[config.mk]
export PLATFORM = sky130hd
export DESIGN_NAME = wb_commit_unit
export DESIGN_NICKNAME = d
export VERILOG_FILES = /design/src/rtl/wb_commit_unit_pkg.sv /design/src/rtl/wb_trace_fifo.sv /design/src/rtl/wb_commit_unit.sv
export SDC_FILE = /design/constraint.sdc
export NUM_CORES = 1
export LEC_CHECK = 0
export ABC_CLOCK_PERIOD_IN_PS = 6870
export BUFFER_PORTS_ARGS = -buffer_cell sky130_fd_sc_hd__buf_2
export CAP_MARGIN = 40
export CORE_AREA = 8 8 243 245
export DETAILED_ROUTE_END_ITERATION = 6
export DIE_AREA = 0 0 251 253
export MAX_ROUTING_LAYER = met4
export PLACE_DENSITY = 0.54
export SYNTH_ARGS = -nofsm -noshare
export SYNTH_HDL_FRONTEND = slang
export SYNTH_SLANG_ARGS = --single-unit
[constraint.sdc]
create_clock -name clk -period 6.87 [get_ports clk]
set_clock_uncertainty 0.2 [all_clocks]
set_input_delay 0.687 -clock clk [delete_from_list [all_inputs] [get_ports clk]]
set_output_delay 0.687 -clock clk [all_outputs]
set_load 0.03 [all_outputs]
[src/rtl/wb_commit_unit_pkg.sv]
// Shared definitions for the commit stage: exception codes, exception bit positions, trace entry layout.
// No logic; ecode_of_rank maps a priority rank (0 = vector MSB) to its exception code.
// No flow control.
package wb_commit_unit_pkg;

  localparam logic [5:0] ECODE_INT  = 6'h00;
  localparam logic [5:0] ECODE_PIL  = 6'h01;
  localparam logic [5:0] ECODE_PIS  = 6'h02;
  localparam logic [5:0] ECODE_PIF  = 6'h03;
  localparam logic [5:0] ECODE_PME  = 6'h04;
  localparam logic [5:0] ECODE_PPI  = 6'h07;
  localparam logic [5:0] ECODE_ADE  = 6'h08;
  localparam logic [5:0] ECODE_ALE  = 6'h09;
  localparam logic [5:0] ECODE_SYS  = 6'h0B;
  localparam logic [5:0] ECODE_BRK  = 6'h0C;
  localparam logic [5:0] ECODE_INE  = 6'h0D;
  localparam logic [5:0] ECODE_IPE  = 6'h0E;
  localparam logic [5:0] ECODE_TLBR = 6'h3F;

  // Bit positions in a 16-bit exception vector; fetch-side and memory-side TLBR/PPI both exist.
  localparam int EXCP_INT    = 15;
  localparam int EXCP_ADE    = 14;
  localparam int EXCP_TLBR_F = 13;
  localparam int EXCP_PIF    = 12;
  localparam int EXCP_PPI_F  = 11;
  localparam int EXCP_SYS    = 10;
  localparam int EXCP_BRK    = 9;
  localparam int EXCP_INE    = 8;
  localparam int EXCP_IPE    = 7;
  localparam int EXCP_ALE    = 6;
  localparam int EXCP_TLBR_M = 5;
  localparam int EXCP_PME    = 4;
  localparam int EXCP_PPI_M  = 3;
  localparam int EXCP_PIS    = 2;
  localparam int EXCP_PIL    = 1;
  localparam int EXCP_RANKS  = 15;

  localparam int TRACE_W = 69;

  typedef struct packed {
    logic [31:0] pc;
    logic [4:0]  wnum;
    logic [31:0] wdata;
  } trace_t;

  function automatic logic [5:0] ecode_of_rank(input int unsigned rank);
    case (rank)
      0:       return ECODE_INT;
      1:       return ECODE_ADE;
      2:       return ECODE_TLBR;
      3:       return ECODE_PIF;
      4:       return ECODE_PPI;
      5:       return ECODE_SYS;
      6:       return ECODE_BRK;
      7:       return ECODE_INE;
      8:       return ECODE_IPE;
      9:       return ECODE_ALE;
      10:      return ECODE_TLBR;
      11:      return ECODE_PME;
      12:      return ECODE_PPI;
      13:      return ECODE_PIS;
      14:      return ECODE_PIL;
      default: return 6'h00;
    endcase
  endfunction

endpackage

[src/rtl/wb_trace_fifo.sv]
// Trace FIFO: up to NPUSH entries pushed per cycle (compacted in lane order), one popped per cycle when non-empty.
// Latency: an entry pushed in cycle N can be popped from cycle N+1.
// No internal backpressure: the writer must respect free; the pop is not credited to same-cycle pushes.
module wb_trace_fifo #(
  parameter int DEPTH = 4,
  parameter int WIDTH = 69,
  parameter int NPUSH = 2
) (
  input  logic                              clk,
  input  logic                              reset,
  input  logic [NPUSH-1:0]                  push_en,
  input  logic [NPUSH-1:0][WIDTH-1:0]       push_dat,
  output logic                              pop_vld,
  output logic [WIDTH-1:0]                  pop_dat,
  output logic [$clog2(DEPTH+1)-1:0]        free
);

  localparam int PW = (DEPTH > 1) ? $clog2(DEPTH) : 1;
  localparam int CW = $clog2(DEPTH + 1);

  logic [WIDTH-1:0] mem [DEPTH];
  logic [PW-1:0]    wr_ptr, rd_ptr;
  logic [CW-1:0]    count;
  logic [PW-1:0]    slot [NPUSH];
  int               n_push;

  // Each enabled lane lands in the next free slot after the older enabled lanes.
  always_comb begin
    n_push = 0;
    for (int i = 0; i < NPUSH; i++) begin
      slot[i] = PW'((int'(wr_ptr) + n_push) % DEPTH);
      if (push_en[i]) n_push = n_push + 1;
    end
  end

  assign pop_vld = (count != '0);
  assign pop_dat = mem[rd_ptr];
  assign free    = CW'(DEPTH) - count;

  always_ff @(posedge clk) begin
    if (reset) begin
      wr_ptr <= '0;
      rd_ptr <= '0;
      count  <= '0;
    end else begin
      wr_ptr <= PW'((int'(wr_ptr) + n_push) % DEPTH);
      if (pop_vld) rd_ptr <= PW'((int'(rd_ptr) + 1) % DEPTH);
      count  <= CW'(int'(count) + n_push - (pop_vld ? 1 : 0));
    end
  end

  always_ff @(posedge clk) begin
    for (int i = 0; i < NPUSH; i++)
      if (push_en[i]) mem[slot[i]] <= push_dat[i];
  end

endmodule

[src/rtl/wb_commit_unit.sv]
// Multi-lane write-back/commit: resolves oldest exception/ertn, squashes younger lanes; WB_TRACE_EN adds the debug trace FIFO.
// Latency: one cycle from MS acceptance to commit; debug trace entries appear one cycle after their pop.
// Backpressure: with WB_TRACE_EN the group stalls (ws_allowin low) until the FIFO can hold all its writes.
module wb_commit_unit
  import wb_commit_unit_pkg::*;
#(
  parameter int LANES       = 2,
  parameter int EXCP_W      = 16,
  parameter int TRACE_DEPTH = 4
) (
  input  logic                    clk,
  input  logic                    reset,
  input  logic                    ms_to_ws_valid,
  output logic                    ws_allowin,
  input  logic [LANES-1:0]        ms_lane_valid,
  input  logic [32*LANES-1:0]     ms_pc,
  input  logic [LANES-1:0]        ms_gr_we,
  input  logic [5*LANES-1:0]      ms_dest,
  input  logic [32*LANES-1:0]     ms_result,
  input  logic [EXCP_W*LANES-1:0] ms_excp_num,
  input  logic [LANES-1:0]        ms_ertn,
  input  logic                    ms_csr_we,
  input  logic                    ms_res_from_csr,
  input  logic [13:0]             ms_csr_num,
  input  logic [31:0]             ms_csr_wmask,
  input  logic [31:0]             ms_csr_wdata,
  input  logic [31:0]             csr_rdata,
  output logic                    csr_we,
  output logic [13:0]             csr_num,
  output logic [31:0]             csr_wmask,
  output logic [31:0]             csr_wdata,
  output logic [LANES-1:0]        rf_we,
  output logic [5*LANES-1:0]      rf_waddr,
  output logic [32*LANES-1:0]     rf_wdata,
  output logic [LANES-1:0]        fwd_valid,
  output logic [5*LANES-1:0]      fwd_dest,
  output logic [32*LANES-1:0]     fwd_data,
  output logic                    excp_flush,
  output logic                    ertn_flush,
  output logic [5:0]              ecode,
  output logic [31:0]             epc,
  output logic [31:0]             debug_wb_pc,
  output logic [3:0]              debug_wb_rf_we,
  output logic [4:0]              debug_wb_rf_wnum,
  output logic [31:0]             debug_wb_rf_wdata
);

  localparam int KW    = $clog2(LANES + 1);
  localparam int NRANK = (EXCP_W < EXCP_RANKS) ? EXCP_W : EXCP_RANKS;

  logic                          ws_valid, ws_ready_go, commit;
  logic [LANES-1:0]              lane_valid_r, gr_we_r, ertn_r;
  logic [LANES-1:0][31:0]        pc_r, result_r, wdata_c;
  logic [LANES-1:0][4:0]         dest_r;
  logic [LANES-1:0][EXCP_W-1:0]  excp_r;
  logic                          csr_we_r, res_from_csr_r;
  logic [KW-1:0]                 kill;
  logic                          ertn_k;
  logic [EXCP_W-1:0]             excp_k;
  logic [31:0]                   pc_k;
  logic [LANES-1:0]              fwd_c;

  assign ws_allowin = !ws_valid || ws_ready_go;
  assign commit     = ws_valid && ws_ready_go;

  always_ff @(posedge clk) begin
    if (reset) ws_valid <= 1'b0;
    else if (ws_allowin) ws_valid <= ms_to_ws_valid;
  end

  always_ff @(posedge clk) begin
    if (reset) begin
      lane_valid_r <= '0; gr_we_r <= '0; ertn_r <= '0; pc_r <= '0; result_r <= '0;
      dest_r <= '0; excp_r <= '0; csr_we_r <= 1'b0; res_from_csr_r <= 1'b0;
      csr_num <= '0; csr_wmask <= '0; csr_wdata <= '0;
    end else if (ms_to_ws_valid && ws_allowin) begin
      lane_valid_r <= ms_lane_valid; gr_we_r <= ms_gr_we; ertn_r <= ms_ertn; pc_r <= ms_pc;
      result_r <= ms_result; dest_r <= ms_dest; excp_r <= ms_excp_num;
      csr_we_r <= ms_csr_we; res_from_csr_r <= ms_res_from_csr;
      csr_num <= ms_csr_num; csr_wmask <= ms_csr_wmask; csr_wdata <= ms_csr_wdata;
    end
  end

  // Kill point: oldest valid lane carrying an exception or ertn; LANES when the group is clean.
  always_comb begin
    kill = KW'(LANES);
    for (int i = LANES - 1; i >= 0; i--)
      if (lane_valid_r[i] && (excp_r[i] != '0 || ertn_r[i])) kill = KW'(i);
    excp_k = '0;
    ertn_k = 1'b0;
    pc_k   = '0;
    for (int i = 0; i < LANES; i++)
      if (kill == KW'(i)) begin
        excp_k = excp_r[i];
        ertn_k = ertn_r[i];
        pc_k   = pc_r[i];
      end
  end

  always_comb begin
    ecode = '0;
    for (int r = NRANK - 1; r >= 0; r--)
      if (excp_k[EXCP_W-1-r]) ecode = ecode_of_rank(r);
  end

  always_comb begin
    for (int i = 0; i < LANES; i++) begin
      fwd_c[i]   = ws_valid && lane_valid_r[i] && gr_we_r[i] && (KW'(i) < kill);
      wdata_c[i] = result_r[i];
    end
    if (res_from_csr_r) wdata_c[0] = csr_rdata;
  end

  assign fwd_valid  = fwd_c;
  assign fwd_dest   = dest_r;
  assign fwd_data   = wdata_c;
  assign rf_we      = fwd_c & {LANES{ws_ready_go}};
  assign rf_waddr   = dest_r;
  assign rf_wdata   = wdata_c;
  assign excp_flush = commit && (excp_k != '0);
  assign ertn_flush = commit && ertn_k && (excp_k == '0);
  assign epc        = pc_k;
  assign csr_we     = commit && csr_we_r && (kill != '0);

`ifdef WB_TRACE_EN
  logic                                 pop_vld;
  trace_t                               pop_dat;
  trace_t [LANES-1:0]                   push_dat;
  logic [$clog2(TRACE_DEPTH+1)-1:0]     free;

  always_comb begin
    for (int i = 0; i < LANES; i++) push_dat[i] = '{pc: pc_r[i], wnum: dest_r[i], wdata: wdata_c[i]};
  end

  wb_trace_fifo #(.DEPTH(TRACE_DEPTH), .WIDTH(TRACE_W), .NPUSH(LANES)) u_trace_fifo (
    .clk      (clk),
    .reset    (reset),
    .push_en  (rf_we),
    .push_dat (push_dat),
    .pop_vld  (pop_vld),
    .pop_dat  (pop_dat),
    .free     (free)
  );

  // Room is judged on the pre-pop occupancy so the group never relies on this cycle's pop.
  assign ws_ready_go = int'(free) >= $countones(fwd_c);

  always_ff @(posedge clk) begin
    if (reset) begin
      debug_wb_rf_we    <= 4'h0;
      debug_wb_pc       <= '0;
      debug_wb_rf_wnum  <= '0;
      debug_wb_rf_wdata <= '0;
    end else if (pop_vld) begin
      debug_wb_rf_we    <= 4'hF;
      debug_wb_pc       <= pop_dat.pc;
      debug_wb_rf_wnum  <= pop_dat.wnum;
      debug_wb_rf_wdata <= pop_dat.wdata;
    end else begin
      debug_wb_rf_we    <= 4'h0;
    end
  end
`else
  assign ws_ready_go       = (TRACE_DEPTH > 0);
  assign debug_wb_pc       = '0;
  assign debug_wb_rf_we    = 4'h0;
  assign debug_wb_rf_wnum  = '0;
  assign debug_wb_rf_wdata = '0;
`endif

endmodule

== Word level (Yosys, flattened, before mapping) ==
Cells that the tools add are included.

* Logic and storage cells: 65
* Register bits after elaboration: 257
* Bits of input ports: 291

* Eq/ne operators: 1
* Reductions and logical operators: 21
* Multiplexer cells: 24
* $lt $le $gt $ge: 2

{| class="wikitable"
|+ Operator list
! kind !! count
|-
| 32-bit 2-to-1 mux || 3
|-
| 6-bit 2-to-1 mux || 14
|-
| 16-bit nonzero test || 3
|-
| 16-bit 2-to-1 mux || 2
|-
| 16-bit zero test || 1
|-
| 1-bit logical AND || 13
|-
| 1-bit by 2-bit less-than comparator with 1-bit output (first input constant) || 2
|-
| 2-bit 2-to-1 mux || 2
|-
| 1-bit 2-to-1 mux || 3
|-
| 2-bit by 1-bit equality test with 1-bit output (second input constant) || 1
|-
| 2-bit zero test || 1
|-
| 1-bit logical OR || 2
|-
| 2-bit nonzero test || 1
|}

== Logic depth before layout (Yosys ltp) ==
* Depth after elaboration: 23
* Mapped depth: 8
* Gate-level depth less buffers: 6

== Least setup slack after synthesis ==
OpenSTA, ideal clock, no wires.

* Path kind: register -> output
* From: register excp_r[11] in the netlist's numbering
* To: output ecode[5]
* Cell stages (with the launch flop): 9
* Slack: 3722 ps
* Arrival time: 2261 ps
* Path through: dfxtp_1 -> nor3_1 -> and3_1 -> buf_2 -> a41oi_1 -> nor3b_1 -> o211ai_1 -> a21oi_1 -> buf_4

* Cells in the longest elaborated chain, start to end: 20
* Elaborated cells between the ends (all ways): 21

{| class="wikitable"
|+ Ends and longest elaborated chain
! what !! line !! RTL
|-
| start, declared || wb_commit_unit.sv:55 || <nowiki>logic [LANES-1:0][EXCP_W-1:0] excp_r;</nowiki>
|-
| start signal, assigned || wb_commit_unit.sv:78 || <nowiki>result_r <= ms_result; dest_r <= ms_dest; excp_r <= ms_excp_num;</nowiki>
|-
| 16-bit nonzero test || wb_commit_unit.sv:88 || <nowiki>if (lane_valid_r[i] && (excp_r[i] != '0 || ertn_r[i])) kill = KW'(i);</nowiki>
|-
| 1-bit logical OR || wb_commit_unit.sv:88 ||
|-
| 1-bit logical AND || wb_commit_unit.sv:88 ||
|-
| 2-bit 2-to-1 mux || wb_commit_unit.sv:88 ||
|-
| 2-bit zero test || wb_commit_unit.sv:93 || <nowiki>if (kill == KW'(i)) begin</nowiki>
|-
| 16-bit 2-to-1 mux || wb_commit_unit.sv:93 ||
|-
| 16-bit 2-to-1 mux * || wb_commit_unit.sv:93 ||
|-
| 6-bit 2-to-1 mux (12 in a row) || wb_commit_unit.sv:103 || <nowiki>if (excp_k[EXCP_W-1-r]) ecode = ecode_of_rank(r);</nowiki>
|-
| 6-bit 2-to-1 mux * || wb_commit_unit.sv:103 ||
|-
| end, declared || wb_commit_unit.sv:40 || <nowiki>output logic [5:0] ecode,</nowiki>
|}

Every way passes the cells marked *; elsewhere a longest branch is shown, timed or not.

== Worst setup path after layout ==
* From: register excp_r[7] in the netlist's numbering
* To: output epc[31]

* Cells in the longest elaborated chain, start to end: 7
* Elaborated cells between the ends (all ways): 8

{| class="wikitable"
|+ Ends and longest elaborated chain
! what !! line !! RTL
|-
| 16-bit nonzero test * || wb_commit_unit.sv:88 ||
|-
| 1-bit logical OR * || wb_commit_unit.sv:88 ||
|-
| 1-bit logical AND * || wb_commit_unit.sv:88 ||
|-
| 2-bit 2-to-1 mux * || wb_commit_unit.sv:88 ||
|-
| 2-bit zero test || wb_commit_unit.sv:93 ||
|-
| 32-bit 2-to-1 mux || wb_commit_unit.sv:93 ||
|-
| 32-bit 2-to-1 mux * || wb_commit_unit.sv:93 ||
|-
| end, declared || wb_commit_unit.sv:41 || <nowiki>output logic [31:0] epc,</nowiki>
|}

Marked as above.

==> summary.md <==
| Metric | Value |
|---|---|
| Outcome | finished clean |
| Setup TNS | 0 ns |
| Clock Root Buffer | clkbuf_16 |
| CTS resizes | 0 |
| Share of layout cells above drive strength 1 | 40.2% |
| Global-route usage over all layers | 11.9% |
| Max-Cap Viols | 0 |
| Worst-path clk slew | 0.06 ns |
| Min cycle time layout | 4.16 ns |
| Hold WC Path Type | in2reg |
| Core area | 0.0555 mm^2 |
| Leak | 7.91 nW |
| Power Density | 267 mW/mm^2 |
| Hold_buf cts | 0 |
| Num CTS Buffers | 30 |
| Clock sink count | 257 |
| Slew of the pin with the lowest slew margin | 0.956 ns |
| Final setup violation count | 0 |
| Die width | 251 um |
| Drt wl/cell | 17.0 um |
| DR pass1 iterations | 5 |
| Slew margin rel. | 36.2% |
| Crit Path Max Fanout | 27 |
| Pin count of the biggest net entering global routing | 130 |
| Clock Tree Buf Depth | 3 |
| Setup bufs post-CTS | 0 |
| Synth Cell Area | 0.0117 mm^2 |
| Mean Syn Cell Area | 9.70 um^2 |
| DRC | 0 |
| Seq/Total Area, Yosys | 43.9% |
| DR iter-0 viols | 359 |
| Startpoint class of the critical path | register |
| CTS tree | built |
| Crit path capture type | output port |
| Final cell count without fillers | 2364 |
| DIE HEIGHT | 253 um |
| Max Clock Freq | 240 MHz |
| DP HPWL | 31600 um |
| Filler cells | 5986 |
| Routed vias | 9681 |
| Syn Inst Count | 1207 |
| Seq cells post-synth | 257 |
| Post-synth EDFFs | 0 |
| Synth Flop Type | dfxtp_1 |
| # H-tree levels | 1 |
| # IOs | 636 |
| Commonest non-fill, non-tap cell in the layout | buf_2 |
| YS warnings | 0 |
| Hold Fails Final Rpt | 0 |
| Vias in the first global route | 9813 |
| RSZ-0062 raised after global routing | no |
| Antenna Nets Post-Route | 0 |
| Critical path type | reg2out |
| Final critical-path share of the clock period | 60.6% |
| Total wire length | 40300 um |
| Crit path required time | 5.98 ns |
| Initial antenna violation count | 11 |
| VDD IR max | 0.000171 V |
| Layout area overhead | 30.1% |
| Synth cell types | 50 |
| Multi-input logic area | 0.00518 mm^2 |
| Max-slew violation count | 0 |
| Post-placement cell count | 2304 |
| Asr flop ratio synth | 0% |
| Most frequent cells in the layout | 559 x buf_2, 262 x nor2_1, 257 x dfxtp_1 |
| Initial Util | 21.1% |
| Port bufs | 561 |
| Via density | 4.10 |
| CP Data Arrival Time | 3.28 ns |
| Routability cong. | 0.867 |
| Skew-Pair Late Insertion Delay | 0.56 ns |
| Sequential standard cell area | 0.00514 mm^2 |
| Nets | 1915 |
| Die Area | 0.0635 mm^2 |
| # rows | 87 |
| First-pass GRT wire length | 58400 um |
| Hold_ws | 0.148 ns |
| GRT overflow | 0 |
==> power by group <==
group          switching (mW)  internal, mW  leakage [nW]
Clock                   0.649          1.01         0.513
Combinational           0.504         0.263          5.27
Sequential             0.0669          1.58          2.12
Total                    1.22          2.85          7.91
==> metrics by stage <==
stage	total power [mW]	util, %	setup slack (ns)	instance area [um^2]
after detailed placement	2.45	25.5	3.31	14200
after global placement	2.44	25.4	3.32	14100
after global routing	4.26	27.4	2.49	15200
after CTS	4.15	27.4	2.66	15200
after floorplan	2.27	-	3.72	12000
final	4.07	27.4	2.71	15200
==> synthesized netlist by cell type, types with 2 or more instances <==
library cell | count | share of area, %
a21oi_1 | 7 | 0.30
nor2b_1 | 5 | 0.27
a32o_1 | 2 | 0.17
and2_1 | 2 | 0.11
or3_1 | 2 | 0.11
nor3_1 | 12 | 0.51
o21a_1 | 2 | 0.13
a32oi_1 | 3 | 0.22
a31oi_1 | 3 | 0.16
nand4_1 | 2 | 0.11
o2111ai_1 | 2 | 0.15
nor4_1 | 4 | 0.21
o211ai_1 | 3 | 0.19
o21ai_0 | 13 | 0.56
or4_4 | 2 | 0.19
a22o_1 | 32 | 2.4
nor2_1 | 262 | 8.4
dfxtp_1 | 257 | 44
conb_1 | 2 | 0.064
mux2_2 | 32 | 3.1
nor3b_1 | 2 | 0.13
nand3_1 | 4 | 0.17
and3_1 | 3 | 0.16
o31ai_1 | 3 | 0.19
buf_1 | 25 | 0.80
buf_4 | 184 | 12
nand2_1 | 12 | 0.38
clkbuf_1 | 43 | 1.4
mux2i_1 | 256 | 22
buf_2 | 6 | 0.26
==> flip-flops by register name (all words and copies together), names as in the netlist <==
register	count
fwd_dest	10
csr_num	14
excp_r	32
commit	1
gr_we_r	2
csr_we_r	1
res_from_csr_r	1
csr_wdata	32
result_r	32
pc_r	64
csr_wmask	32
fwd_data	32
lane_valid_r	2
ertn_r	2
==> final cells by class <==
type                            count  share of cell area, %
Inverter                            1                 0.0246
Clock buffer                       43                   5.84
Sequential cell                   257                   33.8
Tap cell                          712                   5.85
Timing Repair Buffer              571                   19.4
Clock inverter                     12                   1.02
Antenna cell                        5                 0.0821
Multi-Input combinational cell    763                   34.0
==> per-layer routing <==
layer | wire (um) | up-vias | track usage [%]
li1 | - | 4672 | -
met1 | 15900 | 4515 | 13.2
met2 | 20500 | 434 | 21.1
met3 | 2950 | 60 | 3.18
met4 | 947 | 0 | 3.03
met5 | 0 | - | -
==> path summary, 6_finish.rpt <==
check	startpoint	endpoint	slack, ns	cells past startpoint
setup / recovery	excp_r[7]	epc[31]	2.71	7
hold / removal	ms_result[5]	result_r[5]	0.15	3
setup reg to reg	lane_valid_r[0]	lane_valid_r[0]	5.42	2
hold reg to reg	csr_wmask[3]	csr_wmask[3]	0.28	2
==> worst max-delay path, cell delays in order, from the launching register on <==
cell and delay, ns:
dfxtp_1 0.33, nor3_1 0.43, and3_1 0.45, a31oi_4 0.18, nor2b_4 0.33, buf_4 0.43
a22o_1 0.31, buf_2 0.24
==> cell families after synthesis <==
logic type	Yosys count	share of synthesized area, %
compound gates	84	5.56
other cells	2	0.0641
flops	257	43.9
mux	288	25.0
simple gates	317	11.2
buf+inv	259	14.3
Power figures use the tool's default switching activity.
